File: config.mk
export PLATFORM = sky130hd
export DESIGN_NAME = if_id_hazard_ctrl_flat
export DESIGN_NICKNAME = d
export VERILOG_FILES = /design/src/rtl/if_id_hazard_ctrl_if.sv /design/src/rtl/if_id_hazard_ctrl.sv /design/src/flat_wrapper.sv
export SDC_FILE = /design/constraint.sdc
export NUM_CORES = 1
export LEC_CHECK = 0
export ABC_AREA = 1
export CORE_MARGIN = 1.5
export CORE_UTILIZATION = 40
export CTS_CLUSTER_DIAMETER = 50
export DETAILED_ROUTE_END_ITERATION = 12
export DONT_BUFFER_PORTS = 1
export SLEW_MARGIN = 25
export SYNTH_ARGS = -nofsm -noshare
export SYNTH_HDL_FRONTEND = slang
export SYNTH_SLANG_ARGS = --single-unit
export TNS_END_PERCENT = 20
File: constraint.sdc
create_clock -name clk -period 1.5 [get_ports clk]
set_clock_uncertainty 0.1 [all_clocks]
set_input_delay 0.225 -clock clk [delete_from_list [all_inputs] [get_ports clk]]
set_output_delay 0.225 -clock clk [all_outputs]
set_load 0.02 [all_outputs]
File: src/rtl/if_id_hazard_ctrl_if.sv
// if_id_hazard_ctrl_if: hazard sources into the IF/ID controller and its PC/IF/ID/ID-EX controls out
interface if_id_hazard_ctrl_if;
  logic [4:0] id_rs1;
  logic [4:0] id_rs2;
  logic       id_uses_rs1;
  logic       id_uses_rs2;
  logic       ex_mem_read;
  logic [4:0] ex_rd;
  logic       ex_redirect;
  logic       imem_ready;
  logic       dmem_busy;
  logic       pc_en;
  logic       if_id_en;
  logic       if_id_flush;
  logic       id_ex_bubble;
  modport master (
    output id_rs1, id_rs2, id_uses_rs1, id_uses_rs2, ex_mem_read, ex_rd,
           ex_redirect, imem_ready, dmem_busy,
    input  pc_en, if_id_en, if_id_flush, id_ex_bubble
  );
  modport slave (
    input  id_rs1, id_rs2, id_uses_rs1, id_uses_rs2, ex_mem_read, ex_rd,
           ex_redirect, imem_ready, dmem_busy,
    output pc_en, if_id_en, if_id_flush, id_ex_bubble
  );
endinterface

File: src/rtl/if_id_hazard_ctrl.sv
// if_id_hazard_ctrl: sequences PC/IF-ID from redirect, memory and load-use hazards, with saturating counters
module if_id_hazard_ctrl #(
  parameter int FLUSH_CYCLES = 1,
  parameter int CNT_W        = 16
) (
  input  logic                 clk,
  input  logic                 reset,
  if_id_hazard_ctrl_if.slave   hz,
  output logic [CNT_W-1:0]     stall_count,
  output logic [CNT_W-1:0]     flush_count
);
  typedef enum logic [1:0] {RUN, FLUSH, WAIT_MEM} state_t;
  state_t     state, state_nxt, eff;
  logic [3:0] fcnt, fcnt_nxt;
  logic       pend, pend_nxt, load_use;
  logic       pc_c, en_c, fl_c, bub_c;
  // WAIT_MEM resolves to the state it froze, so the exit cycle follows normal priority
  always_comb begin
    eff       = (state == WAIT_MEM) ? (pend ? FLUSH : RUN) : state;
    load_use  = hz.ex_mem_read && hz.ex_rd != 5'd0 &&
                ((hz.id_uses_rs1 && hz.id_rs1 == hz.ex_rd) || (hz.id_uses_rs2 && hz.id_rs2 == hz.ex_rd));
    pc_c      = 1'b1;
    en_c      = 1'b1;
    fl_c      = 1'b0;
    bub_c     = 1'b0;
    state_nxt = eff;
    fcnt_nxt  = fcnt;
    pend_nxt  = 1'b0;
    if (hz.ex_redirect) begin
      fl_c      = 1'b1;
      bub_c     = 1'b1;
      state_nxt = (FLUSH_CYCLES > 1) ? FLUSH : RUN;
      fcnt_nxt  = 4'(FLUSH_CYCLES - 1);
    end else if (hz.dmem_busy) begin
      pc_c      = 1'b0;
      en_c      = 1'b0;
      state_nxt = WAIT_MEM;
      pend_nxt  = (eff == FLUSH);
    end else if (eff == RUN && load_use) begin
      pc_c      = 1'b0;
      en_c      = 1'b0;
      bub_c     = 1'b1;
    end else if (eff == FLUSH) begin
      fl_c      = 1'b1;
      pc_c      = hz.imem_ready;
      fcnt_nxt  = (hz.imem_ready && fcnt != 4'd0) ? fcnt - 4'd1 : fcnt;
      state_nxt = (hz.imem_ready && fcnt <= 4'd1) ? RUN : FLUSH;
    end else if (!hz.imem_ready) begin
      pc_c      = 1'b0;
      fl_c      = 1'b1;
    end
  end
  assign hz.pc_en        = reset & pc_c;
  assign hz.if_id_en     = reset & en_c;
  assign hz.if_id_flush  = ~reset | fl_c;
  assign hz.id_ex_bubble = ~reset | bub_c;
  always_ff @(posedge clk or negedge reset) begin
    if (!reset) begin
      state       <= RUN;
      fcnt        <= 4'd0;
      pend        <= 1'b0;
      stall_count <= '0;
      flush_count <= '0;
    end else begin
      state <= state_nxt;
      fcnt  <= fcnt_nxt;
      pend  <= pend_nxt;
      if (!pc_c && !(&stall_count)) stall_count <= stall_count + CNT_W'(1);
      if (fl_c && !(&flush_count)) flush_count <= flush_count + CNT_W'(1);
    end
  end
endmodule

File: src/flat_wrapper.sv
// flat-port wrapper written by rule: the top's interface ports become plain ports
module if_id_hazard_ctrl_flat 
#(
  parameter int FLUSH_CYCLES = 1,
  parameter int CNT_W        = 16
)
  (clk, reset, stall_count, flush_count, hz_id_rs1, hz_id_rs2, hz_id_uses_rs1, hz_id_uses_rs2, hz_ex_mem_read, hz_ex_rd, hz_ex_redirect, hz_imem_ready, hz_dmem_busy, hz_pc_en, hz_if_id_en, hz_if_id_flush, hz_id_ex_bubble);
  if_id_hazard_ctrl_if hz_i ();
  input  logic clk;
  input  logic reset;
  output logic [CNT_W-1:0] stall_count;
  output logic [CNT_W-1:0] flush_count;
  input wire logic [$bits(hz_i.id_rs1)-1:0] hz_id_rs1;
  input wire logic [$bits(hz_i.id_rs2)-1:0] hz_id_rs2;
  input wire logic [$bits(hz_i.id_uses_rs1)-1:0] hz_id_uses_rs1;
  input wire logic [$bits(hz_i.id_uses_rs2)-1:0] hz_id_uses_rs2;
  input wire logic [$bits(hz_i.ex_mem_read)-1:0] hz_ex_mem_read;
  input wire logic [$bits(hz_i.ex_rd)-1:0] hz_ex_rd;
  input wire logic [$bits(hz_i.ex_redirect)-1:0] hz_ex_redirect;
  input wire logic [$bits(hz_i.imem_ready)-1:0] hz_imem_ready;
  input wire logic [$bits(hz_i.dmem_busy)-1:0] hz_dmem_busy;
  output wire logic [$bits(hz_i.pc_en)-1:0] hz_pc_en;
  output wire logic [$bits(hz_i.if_id_en)-1:0] hz_if_id_en;
  output wire logic [$bits(hz_i.if_id_flush)-1:0] hz_if_id_flush;
  output wire logic [$bits(hz_i.id_ex_bubble)-1:0] hz_id_ex_bubble;
  assign hz_i.id_rs1 = hz_id_rs1;
  assign hz_i.id_rs2 = hz_id_rs2;
  assign hz_i.id_uses_rs1 = hz_id_uses_rs1;
  assign hz_i.id_uses_rs2 = hz_id_uses_rs2;
  assign hz_i.ex_mem_read = hz_ex_mem_read;
  assign hz_i.ex_rd = hz_ex_rd;
  assign hz_i.ex_redirect = hz_ex_redirect;
  assign hz_i.imem_ready = hz_imem_ready;
  assign hz_i.dmem_busy = hz_dmem_busy;
  assign hz_pc_en = hz_i.pc_en;
  assign hz_if_id_en = hz_i.if_id_en;
  assign hz_if_id_flush = hz_i.if_id_flush;
  assign hz_id_ex_bubble = hz_i.id_ex_bubble;
  if_id_hazard_ctrl #(.FLUSH_CYCLES(FLUSH_CYCLES), .CNT_W(CNT_W)) u_core (.clk(clk), .reset(reset), .hz(hz_i), .stall_count(stall_count), .flush_count(flush_count));
endmodule
==> results.md, run 1 <==
STA:
- The maximum achievable frequency is 566 MHz.
- Setup repair after global routing could not meet its margin everywhere.
- The max-slew violation count is 0.
- The transition at the pin with the smallest max-transition slack is ~0.53 ns.
- After layout, the minimum clock period comes to about 1.8 ns.
- After layout, the worst setup slack is -0.267 ns.
- The count of final setup violators is 36.
- The hold violation count in the final report is 0.
- The ratio of final minimum period to clock period is 118%.
- In the final timing run, aggregate negative setup slack is -4.76 ns.
- The max-slew headroom at the worst pin is 64.5%.

Routing:
- Dividing the detail-routed wire length by the instance count gives 13.9 um.
- For this run, design rule violations remaining after detail routing come to 0.
- For this block, the routed nets add up to 7.36 mm of wire.
- Dividing the detail-routed via count by the number of cells gives between 5 and 6.
- After the first detailed-routing iteration, the DRC count stood at 84.
- The number of vias in the routed layout is 2679.
- The remaining antenna violation count after routing is 0.
- The length of the first detailed-routing pass in iterations is 7.

Layout:
- The share of cells above drive strength 1 is between 30% and 40%.
- At the end of the flow the core is filled with cells to around 60%.
- 0 antenna diodes ended up in the layout.
- Relative to the synthesized area, the layout overhead comes to 45.3%.
- The number of fill cells is 573.
- At the end of the flow, the number of nets in the layout was 481.

Setup path:
- The critical path required time is about 1.2 ns.
- The worst setup path category is reg -> out.
- The count of buffer and inverter cells on the critical path is 1.
- Broken down by cell family, the worst path's largest delay share belongs to flip-flops.
- The nature of the critical path endpoint is an output port.
- STA classifies the critical path startpoint as a flop.
- On the critical path, the stage with the largest delay is an instance of sky130_fd_sc_hd__dfrtp_1.
- In this design, the stage delay of the slowest critical-path cell is around 0.4 ns.
- Walking the worst path, the cells encountered are a21o_1 > nor2_2 > nand2_1 > o211ai_1 > buf_4.
- In this run the worst path has a maximum fanout of 2.
- At the worst endpoint, the arrival time is 1.44 ns.

Clock tree:
- TritonCTS built the clock tree.
- The insertion delay of the later-clocked pin in the worst-skew pair is 0.30 ns.
- The clock slew seen by the registers of the worst setup and hold paths is ~0.08 ns.
- The H-tree was split into 2 levels.
- The clock root buffer is sky130_fd_sc_hd__clkbuf_8.
- The longest clock path from root to sink contains 2 buffers.
- The number of clock sinks seen by CTS is 39.
- The CTS buffer count is 5.

Power and ir drop:
- The ratio of total power to cell area is about 1100 nW/um^2.
- For this design the static power due to leakage is roughly 2 nW.
- The maximum vdd drop is 0.643 mV.
- The power after layout is 3.99 mW.

Placed design:
- The placer congestion estimate is 0.809.
- The count of port buffers added during placement is 0.
- Detailed placement finished with a half-perimeter wire length of just under 5 mm.

Global route:
- The first-pass GRT wire length is 12.3 mm.
- The global router's overall resource usage is 21.5%.
- Entering global routing, the biggest net connects 40 pins.
- The number of antenna violations at the first check in global routing is 0.
- Global routing finished with a remaining overflow of 0.
- The number of global-route vias before repair was 2659.

Synth:
- After synthesis, the cell types taking the most area are sky130_fd_sc_hd__dfrtp_1 37%, sky130_fd_sc_hd__nand2_1 20%, sky130_fd_sc_hd__nand3_1 8.6%.
- The post-synthesis cell type with the largest combined area is sky130_fd_sc_hd__dfrtp_1.
- Synthesis inferred 39 register bits.
- The number of nets in the synthesized netlist is 394.
- The synthesized instance count is 366.
- The combined area of all synthesized cells is around 2600 um^2.
- Yosys printed 0 warnings.
- The count of distinct cell types in the synthesized netlist is 26.
- The register area share after synthesis is 37.5%.
- Summed over its instances, the top area cell type makes up a little under two fifths of the synthesized netlist area.
- Each instance of the synthesized netlist takes up on average 7.12 um^2.

Die:
- Measured along the y axis, the die boundary spans 83.7 um.
- The top-level I/O count is 59.
- The floorplan step set the die width to 83.7 um.
- In this run the core area contains 29 standard-cell rows.
- The initial standard-cell utilization of the core is 41.3%.
- The die outline area is 7010 um^2.
- The placeable core region is 6310 um^2.

Status:
- The run finished, with violations left.
- The checks that failed: setup timing.

Job:
- Across the run, the number of max-cap violations was 0.

Min path:
- The path class of the tightest hold or removal check is in -> reg.
[tightest hold or removal path: stages]
cell and delay, ns:
sky130_fd_sc_hd__inv_2 0.07, sky130_fd_sc_hd__a21oi_1 0.16, sky130_fd_sc_hd__a21oi_1 0.05
[report_power, final]
part	total, mW	switching, mW	internal (mW)
logic	1.78	0.946	0.830
registers	1.44	0.198	1.25
clock network	0.772	0.400	0.372
[final cells by class]
class	count	area (um^2)	share of cell area, %
clock buffer	7	86.3	2.28
clock inverter	1	5.00	0.132
inverter	40	150	3.97
multi-input combinational	281	1710	45.1
sequential	39	981	25.9
tap	77	96.3	2.54
timing repair buffer	86	758	20.0
[layer usage]
metal	share of wire, %	global-route usage (%)	vias to the layer above
li1	-	-	1338
met1	45	27.1	1277
met2	50	37.5	54
met3	3.9	4.15	10
met4	1.4	5.81	0
met5	0	0	-
[worst paths after layout]
check	cells past startpoint	slack, ns	to	from
max	5	-0.27	hz_id_ex_bubble	u_core.state[1]
min	3	0.14	u_core.fcnt[0]	hz_ex_redirect
max reg2reg	9	-0.20	u_core.flush_count[14]	u_core.flush_count[0]
min reg2reg	2	0.44	u_core.fcnt[1]	u_core.fcnt[1]
max in group asynchronous	2	0.78	u_core.flush_count[0]	reset
min in group asynchronous	2	0.31	u_core.flush_count[11]	reset
[cell usage in the layout (no fill, tap or decap), drive strengths merged]
cell	n
xnor2	12
dfrtp	39
nand2	137
a21oi	2
or2	1
nand3	51
o31ai	3
clkinv	1
ha	5
a21o	1
dlygate4sd3	3
o211ai	2
clkbuf	8
inv	40
xor2	12
nor3	8
nand4	12
nor2	32
nand3b	1
o21ai	2
buf	82
[synth_stat cells]
cell	number
sky130_fd_sc_hd__o21ai_0	2
sky130_fd_sc_hd__o31ai_1	3
sky130_fd_sc_hd__a21oi_1	2
sky130_fd_sc_hd__buf_6	1
sky130_fd_sc_hd__buf_2	6
sky130_fd_sc_hd__nand2_2	1
sky130_fd_sc_hd__a21o_1	1
sky130_fd_sc_hd__or2_2	1
sky130_fd_sc_hd__nand3_2	5
sky130_fd_sc_hd__ha_1	5
sky130_fd_sc_hd__nand4_4	2
sky130_fd_sc_hd__buf_4	1
sky130_fd_sc_hd__nor2_4	3
sky130_fd_sc_hd__nor2_1	29
sky130_fd_sc_hd__inv_2	6
sky130_fd_sc_hd__inv_1	34
sky130_fd_sc_hd__nor3_1	7
sky130_fd_sc_hd__nor3_2	1
sky130_fd_sc_hd__xor2_1	12
sky130_fd_sc_hd__dfrtp_1	39
sky130_fd_sc_hd__xnor2_1	12
sky130_fd_sc_hd__nand3_1	45
sky130_fd_sc_hd__nand4_1	9
sky130_fd_sc_hd__o211ai_1	2
sky130_fd_sc_hd__nand2_1	136
sky130_fd_sc_hd__nand3b_1	1
[state kept, by name, summed over array words and instances, names as in the netlist]
| signal | flops |
|---|---|
| u_core.state | 2 |
| u_core.pend | 1 |
| u_core.flush_count | 16 |
| u_core.fcnt | 4 |
| u_core.stall_count | 16 |
[per-stage QoR]
stage	area [um^2]	std cells	hold WS [ns]	setup slack (ns)
global placement	3220	502	-0.170	-0.182
global route	3790	531	0.163	-0.320
CTS	3600	524	0.145	-0.247
detailed placement	3220	502	-0.170	-0.213
finish	3790	531	0.144	-0.267
floorplan	2640	366	-0.171	-0.250
[what timing repair did]
action                                 in CTS  in global routing
gates cloned                                1                  2
setup endpoints to repair                  36                 40
pin swaps                                  29                 11
endpoints found under the hold margin      44                  0
hold buffers                                4                  0
resized for setup                          37                 29
buffers inserted                            9                  5
[cell families (layout without fill, tap and decap cells)]
logic type	Yosys count	in the layout	share of synthesized area [%]
and+or+nand+nor	240	242	41.9
AOI/OAI and AO/OA	10	10	2.50
DFF	39	39	37.5
buffers and inverters	48	134	7.64
adders and majority gates	5	5	2.40
xor gates and xnor gates	24	24	8.07
Power figures use the tool's default switching activity.
==> run 2: changes to the inputs <==
--- a/config.mk
+++ b/config.mk
@@ -11,6 +11,7 @@
 export CTS_CLUSTER_DIAMETER = 50
 export DETAILED_ROUTE_END_ITERATION = 12
 export DONT_BUFFER_PORTS = 1
+export PLACE_DENSITY = 0.67
 export SLEW_MARGIN = 25
 export SYNTH_ARGS = -nofsm -noshare
 export SYNTH_HDL_FRONTEND = slang
==> run 2 against run 1 <==
The run still ends with setup timing left. Design area down 0.89%. Sequential share of layout area grew 0.23 points. Hold slack got worse by 0.014 ns. Critical endpoint is now hz_if_id_en. Largest power group unchanged.
==> results.md, run 2 (synthesized netlist as in run 1, its figures left out) <==
Status:
- The run finished, with violations left.
- The checks that failed: setup timing.

Routing:
- The violation count after the first detailed-routing iteration is 138 (+64%).
- The length of the first detailed-routing pass in iterations is 4 (-3).
- The post-detailed-routing wire length is 7.22 mm (-1.9%).
- The remaining antenna violation count after routing is 0 (unchanged).
- The number of vias per cell after detailed routing was 5.09 (+0.94%).
- The number of remaining DRC errors came to 0 (unchanged).
- The final routed wire length divided by cell count came to 13.6 um (-1.7%).
- The number of vias in the routed layout was 2699 (+0.75%).

Setup path:
- The worst register-to-register path ends at u_core.flush_count[9].
- The element type at the critical path start is a flop.
- The cell repeated most along the worst path is sky130_fd_sc_hd__nor2_2.
- The logic depth of the worst register-to-register path came to 9 (unchanged).
- The data arrival time of the critical path is 1.41 ns (-0.03 ns).
- The cell type of the slowest stage on the worst timing path is sky130_fd_sc_hd__dfrtp_1.
- The critical path required time was 1.17 ns (about the same).
- The worst setup path is of the reg -> out kind.
- The critical register-to-register path startpoint is u_core.flush_count[0].
- The signal on the critical path passes through a21o_1 > nor2_2 > nand3_2 > buf_6 > nand2_1 > nor2_2.
- The largest fanout on the critical path is 2 (unchanged).
- The nature of the critical path endpoint is an output port.
- The register-to-register path setup slack is -0.21 ns (about the same).
- The largest incremental delay on the critical path is 0.38 ns (-0.02 ns).

Layout:
- Compared with the post-synthesis result, the final layout area differs by 44.0%.
- The number of non-filler instances in the completed layout is 530 (-0.19%).
- The top cell types in the final layout, fill and taps aside, are 128 x sky130_fd_sc_hd__nand2_1, 70 x sky130_fd_sc_hd__buf_4, 35 x sky130_fd_sc_hd__dfrtp_1.
- The number of fill cells is 575 (+0.35%).
- The number of diodes added for antenna fixing came to 0 (unchanged).
- The most frequent standard cell in the layout excluding fill and tap cells is sky130_fd_sc_hd__nand2_1.
- The largest registers in the layout are u_core.flush_count (16), u_core.stall_count (16), u_core.fcnt (4).
- The number of nets at the end of the flow came to 480 (-0.21%).
- The final instance area is 3750 um^2 (-0.89%).
- The share of cells above drive strength 1 is 33.8% (-1.7 points).

Die:
- The width of the die is 83.7 um (unchanged).
- The row count is 29 (unchanged).
- The die outline area is 7010 um^2 (unchanged).
- The initial standard-cell utilization of the core is 41.3% (unchanged).
- The placeable core region is 6310 um^2 (unchanged).
- The floorplan die height is 83.7 um (unchanged).
- The top-level I/O count is 59 (unchanged).

STA:
- The worst setup margin was -0.235 ns (+0.0322 ns).
- The max-slew headroom at the worst pin was 77.7% (+13 points).
- The max-slew violation count is 0 (unchanged).
- The count of final setup violators is 36 (unchanged).
- The maximum achievable frequency came to 577 MHz (+1.9%).
- Setup repair after global routing could not meet its margin everywhere.
- The transition at the pin with the smallest max-transition slack was 0.335 ns (-0.196 ns).
- The ratio of final minimum period to clock period is 116% (-2.1 points).
- The hold violation count in the final report is 0 (unchanged).
- The post-route minimum period is 1.73 ns (-0.0322 ns).

Min path:
- The count of cells along the worst hold path is 3 (unchanged).
- For hold timing, the worst endpoint is u_core.state[0].
- The class of the most critical hold timing path is in -> reg.
- The startpoint identified for the worst hold timing path is hz_imem_ready.

Global route:
- The global router's overall resource usage is 20.6% (-0.81 points).
- The largest net degree at the start of global routing is 40 (unchanged).
- The number of global-route vias before repair is 2655 (-0.15%).
- The number of antenna violations at the first check in global routing came to 0 (unchanged).
- The total grt overflow came to 0 (unchanged).
- The first-pass GRT wire length came to 11.9 mm (-2.8%).

Clock tree:
- The clock slew seen by the registers of the worst setup and hold paths is 0.07 ns (about the same).
- The number of clock sinks seen by CTS is 39 (unchanged).
- The CTS H-tree depth is 2 (unchanged).
- The insertion delay of the later-clocked pin in the worst-skew pair is 0.29 ns (about the same).
- TritonCTS built the clock tree.
- The clock root buffer is sky130_fd_sc_hd__clkbuf_8.
- The CTS buffer count is 5 (unchanged).
- The number of buffers between clock root and the deepest sink came to 2 (unchanged).

Placed design:
- The placer congestion estimate is 0.809 (about the same).
- The post-placement cell count is 507 (+1.0%).
- The area after detailed placement is 3260 um^2 (+1.2%).
- The count of port buffers added during placement came to 0 (unchanged).
- The HPWL after detailed placement came to 4.79 mm (-0.97%).

Job:
- The reported max-cap violation count is 0 (unchanged).

Power and ir drop:
- The standby leakage power is 1.98 nW (-0.14%).
- The maximum vdd drop is 0.764 mV (+19%).
- The ratio of total power to cell area is 1020 nW/um^2 (-3.4%).
[run 2: where the power goes]
part           leakage [nW]  internal, mW  switching, mW
Clock                0.0422         0.327          0.374
Sequential            0.519          1.25          0.170
Combinational          1.42         0.770          0.933
[run 2: layer usage]
metal / wire length (um) / GRT usage (%) / vias up
li1: - / - / 1333
met1: 3090 / 26.0 / 1279
met2: 3660 / 35.5 / 71
met3: 310 / 3.96 / 16
met4: 163 / 7.00 / 0
met5: 0 / 0 / -
[run 2: through the flow]
stage / util (%) / power (mW) / hold WS [ns] / setup slack, ns / setup TNS, ns
after floorplan: - / 2.32 / -0.171 / -0.250 / -6.23
after global placement: 51.6 / 2.88 / -0.170 / -0.138 / -2.79
after detailed placement: 51.6 / 2.92 / -0.170 / -0.167 / -3.91
after CTS: 56.0 / 3.74 / 0.119 / -0.250 / -4.40
after global routing: 59.4 / 4.08 / 0.142 / -0.316 / -9.15
final: 59.4 / 3.82 / 0.131 / -0.235 / -5.77
[run 2: final cells by class]
class,count,area (um^2),area share (%)
clock buffers,7,76.3,2.03
clock inverters,1,5.00,0.133
flip-flops and latches,39,981,26.1
well taps,77,96.3,2.57
repair buffers,86,751,20.0
inverters,40,150,4.00
multi-input cells,280,1690,45.1
[run 2: worst max-delay path by stage]
stage	endpoint	startpoint	slack, ns
floorplan	u_core.flush_count[15]	u_core.flush_count[0]	-0.25
global placement	u_core.flush_count[0]	u_core.flush_count[1]	-0.14
detailed placement	u_core.flush_count[0]	u_core.flush_count[1]	-0.17
CTS	hz_id_ex_bubble	u_core.state[1]	-0.25
global route	u_core.flush_count[11]	u_core.flush_count[0]	-0.32
finish	hz_if_id_en	u_core.pend	-0.23
[run 2: what timing repair did]
action                                  in CTS  in global routing
endpoints found under the setup margin      36                 37
setup buffers                                5                  4
pin swaps                                   19                 27
gates resized for setup                     20                 36
hold buffers                                 4                  0
cloned                                       1                  1
hold endpoints to repair                    44                  0
[run 2: critical path, delay by kind of cell, from the launching register on]
| kind | cells | cell delay [ns] |
|---|---|---|
| compound gates | 1 | 0.20 |
| buf+inv | 1 | 0.15 |
| flops | 1 | 0.38 |
| simple gates | 4 | 0.41 |
==> run 3: changes to the inputs <==
--- a/config.mk
+++ b/config.mk
@@ -6,11 +6,13 @@
 export NUM_CORES = 1
 export LEC_CHECK = 0
 export ABC_AREA = 1
+export CAP_MARGIN = 20
 export CORE_MARGIN = 1.5
 export CORE_UTILIZATION = 40
 export CTS_CLUSTER_DIAMETER = 50
 export DETAILED_ROUTE_END_ITERATION = 12
 export DONT_BUFFER_PORTS = 1
+export GPL_TIMING_DRIVEN = 0
 export PLACE_DENSITY = 0.67
 export SLEW_MARGIN = 25
 export SYNTH_ARGS = -nofsm -noshare
==> run 3 against run 2 <==
The flow still finishes with violations (setup timing). Flip-flop and latch count unchanged. Fmax decreased by 3.9%. Register-to-register slack got worse by 0.08 ns. Critical path depth decreased by 2. Sequential share of layout area increased by 6.1 points. Die area unchanged. Clock power increased by 3.1%.
==> results.md, run 3 (synthesized netlist as in run 1, its figures left out) <==
STA:
- The post-route setup TNS is -8.36 ns (-2.59 ns).
- The transition at the pin with the smallest max-transition slack is 0.482 ns (+0.147 ns).
- The worst setup margin was -0.305 ns (-0.0704 ns).
- The hold violation count in the final report is 0 (unchanged).
- Setup repair after global routing could not meet its margin everywhere.
- The max-slew headroom at the worst pin was 67.8% (-9.9 points).
- The max-slew violation count is 0 (unchanged).
- The post-route minimum period is 1.80 ns (+0.0704 ns).
- The final hold slack came to 0.126 ns (-0.00482 ns).
- The ratio of final minimum period to clock period was 120% (+4.7 points).
- The count of final setup violators is 37 (+2.8%).
- The maximum achievable frequency is 554 MHz (-3.9%).

Placed design:
- The post-placement cell count was 443 (-13%).
- The HPWL after detailed placement is 4.20 mm (-12%).
- The placer congestion estimate is 0.825 (+2.0%).
- The count of port buffers added during placement is 0 (unchanged).
- The placement-stage worst setup slack is -0.493 ns (-0.326 ns).

Routing:
- The final routed wire length divided by cell count came to 12.9 um (-5.3%).
- The number of vias per cell after detailed routing is 5.13 (+0.66%).
- The violation count after the first detailed-routing iteration is 119 (-14%).
- The number of remaining DRC errors is 0 (unchanged).
- The remaining antenna violation count after routing is 0 (unchanged).
- The number of vias in the routed layout came to 2399 (-11%).
- The post-detailed-routing wire length came to 6.04 mm (-16%).
- The length of the first detailed-routing pass in iterations was 4 (unchanged).

Layout:
- In the layout the commonest cells are 132 x sky130_fd_sc_hd__nand2_1, 44 x sky130_fd_sc_hd__nand3_1, 34 x sky130_fd_sc_hd__inv_1.
- The number of nets at the end of the flow was 418 (-13%).
- The library cell used most frequently in the layout, excluding fill and tap cells, is sky130_fd_sc_hd__nand2_1.
- The area overhead of the layout relative to synthesis is 18.5%.
- The number of diodes added for antenna fixing is 0 (unchanged).
- The number of non-filler instances in the completed layout is 468 (-12%).
- The share of cells above drive strength 1 is 19.2% (-15 points).
- The largest registers in the layout are u_core.flush_count (16), u_core.stall_count (16), u_core.fcnt (4).

Die:
- The width of the die is 83.7 um (unchanged).
- The placeable core region came to 6310 um^2 (unchanged).
- The floorplan die height came to 83.7 um (unchanged).
- The initial standard-cell utilization of the core is 41.3% (unchanged).
- The die outline area came to 7010 um^2 (unchanged).
- The row count is 29 (unchanged).
- The top-level I/O count is 59 (unchanged).

Clock tree:
- The clock tree from TritonCTS is yes.
- The root buffer cell chosen for the clock tree is sky130_fd_sc_hd__clkbuf_8.
- The number of clock sinks seen by CTS came to 39 (unchanged).
- The CTS H-tree depth is 2 (unchanged).
- The number of buffers between clock root and the deepest sink is 2 (unchanged).
- The insertion delay of the later-clocked pin in the worst-skew pair is 0.29 ns (about the same).
- The CTS buffer count was 5 (unchanged).
- The clock slew seen by the registers of the worst setup and hold paths is 0.07 ns (about the same).

Min path:
- The min-delay analysis places its worst path in the category in -> reg.

Power and ir drop:
- The power after layout is 3.37 mW (-12%).
- The standby leakage power is 1.60 nW (-19%).
- The ratio of total power to cell area is 1090 nW/um^2 (+7.1%).
- The maximum vdd drop is 0.579 mV (-24%).

Global route:
- The largest net degree at the start of global routing was 40 (unchanged).
- The number of antenna violations at the first check in global routing is 0 (unchanged).
- The total grt overflow is 0 (unchanged).
- The first-pass GRT wire length is 10.4 mm (-12%).
- The global router's overall resource usage is 17.9% (-2.8 points).
- The number of global-route vias before repair came to 2387 (-10%).

Setup path:
- STA classifies the critical path startpoint as a flop.
- The critical path is of the reg -> out type.
- The critical path required time was 1.17 ns (about the same).
- The data arrival time of the critical path was 1.48 ns (+0.07 ns).
- The largest fanout on the critical path came to 3 (+1).
- The nature of the critical path endpoint is an output port.
- The register-to-register path setup slack was -0.29 ns (-0.08 ns).

Status:
- The checks that failed: setup timing.
- The flow ran to the end, but the final reports show violations.

Job:
- The reported max-cap violation count was 0 (unchanged).
==> run 3: changes by cell type in the layout (fill, tap and decap cells not counted), moves of 4 or more <==
| cell | delta |
|---|---|
| sky130_fd_sc_hd__nand2_1 | +4 |
| sky130_fd_sc_hd__nand2_2 | -4 |
| sky130_fd_sc_hd__buf_4 | -59 |
| sky130_fd_sc_hd__nand3_2 | -13 |
| sky130_fd_sc_hd__nand3_1 | +15 |
| sky130_fd_sc_hd__dfrtp_2 | +11 |
| sky130_fd_sc_hd__dfrtp_1 | -11 |
==> run 3: area by class of cell <==
cell class | count | area, um^2
fillers | 627 | 3230
inverters | 40 | 150
well taps | 77 | 96.3
multi-input cells | 279 | 1530
plain buffers | 8 | 71.3
flip-flops and latches | 39 | 995
clock inverters | 1 | 5.00
clock buffers | 7 | 86.3
repair buffers | 17 | 155
==> run 3: power by group <==
| part | switching [mW] | internal, mW | total [mW] | leakage, nW |
|---|---|---|---|---|
| Clock | 0.352 | 0.371 | 0.723 | 0.0482 |
| Sequential | 0.491 | 1.26 | 1.75 | 0.502 |
| Combinational | 0.484 | 0.410 | 0.894 | 1.05 |
==> run 3: through the flow <==
step / util, % / cell area (um^2)
after floorplan: - / 2640
after global routing: 48.9 / 3090
final: 48.9 / 3090
after detailed placement: 43.3 / 2740
after CTS: 48.3 / 3050
after global placement: 43.3 / 2740
==> run 3: critical path, stage by stage (launching register included) <==
cell	delay, ns
sky130_fd_sc_hd__dfrtp_1	0.38
sky130_fd_sc_hd__a21o_1	0.19
sky130_fd_sc_hd__nor2_2	0.12
sky130_fd_sc_hd__nand2_1	0.09
sky130_fd_sc_hd__o211ai_1	0.42
==> run 3: final timing paths <==
check                                      startpoint  cells past startpoint                      to
worst min-delay path                    hz_imem_ready                      3         u_core.state[0]
worst max register to register  u_core.flush_count[0]                     10  u_core.flush_count[15]
min in group asynchronous                       reset                      2   u_core.flush_count[5]
max in group asynchronous                       reset                      2   u_core.stall_count[5]
worst min register to register         u_core.fcnt[1]                      2          u_core.fcnt[1]
worst max-delay path                  u_core.state[1]                      4         hz_id_ex_bubble
==> run 3: repair_timing <==
item	in CTS	in global routing
hold buffers	4	0
buffers inserted	11	1
gates cloned	1	0
hold endpoints to repair	44	0
gates resized for setup	24	12
pin swaps	18	5
setup endpoints to repair	40	40
==> run 3: metal layers <==
layer / up-vias / wire [um] / GRT usage [%]
li1: 1212 / - / -
met1: 1119 / 2650 / 21.8
met2: 53 / 3000 / 31.5
met3: 15 / 293 / 4.15
met4: 0 / 103 / 5.22
met5: - / 0 / 0
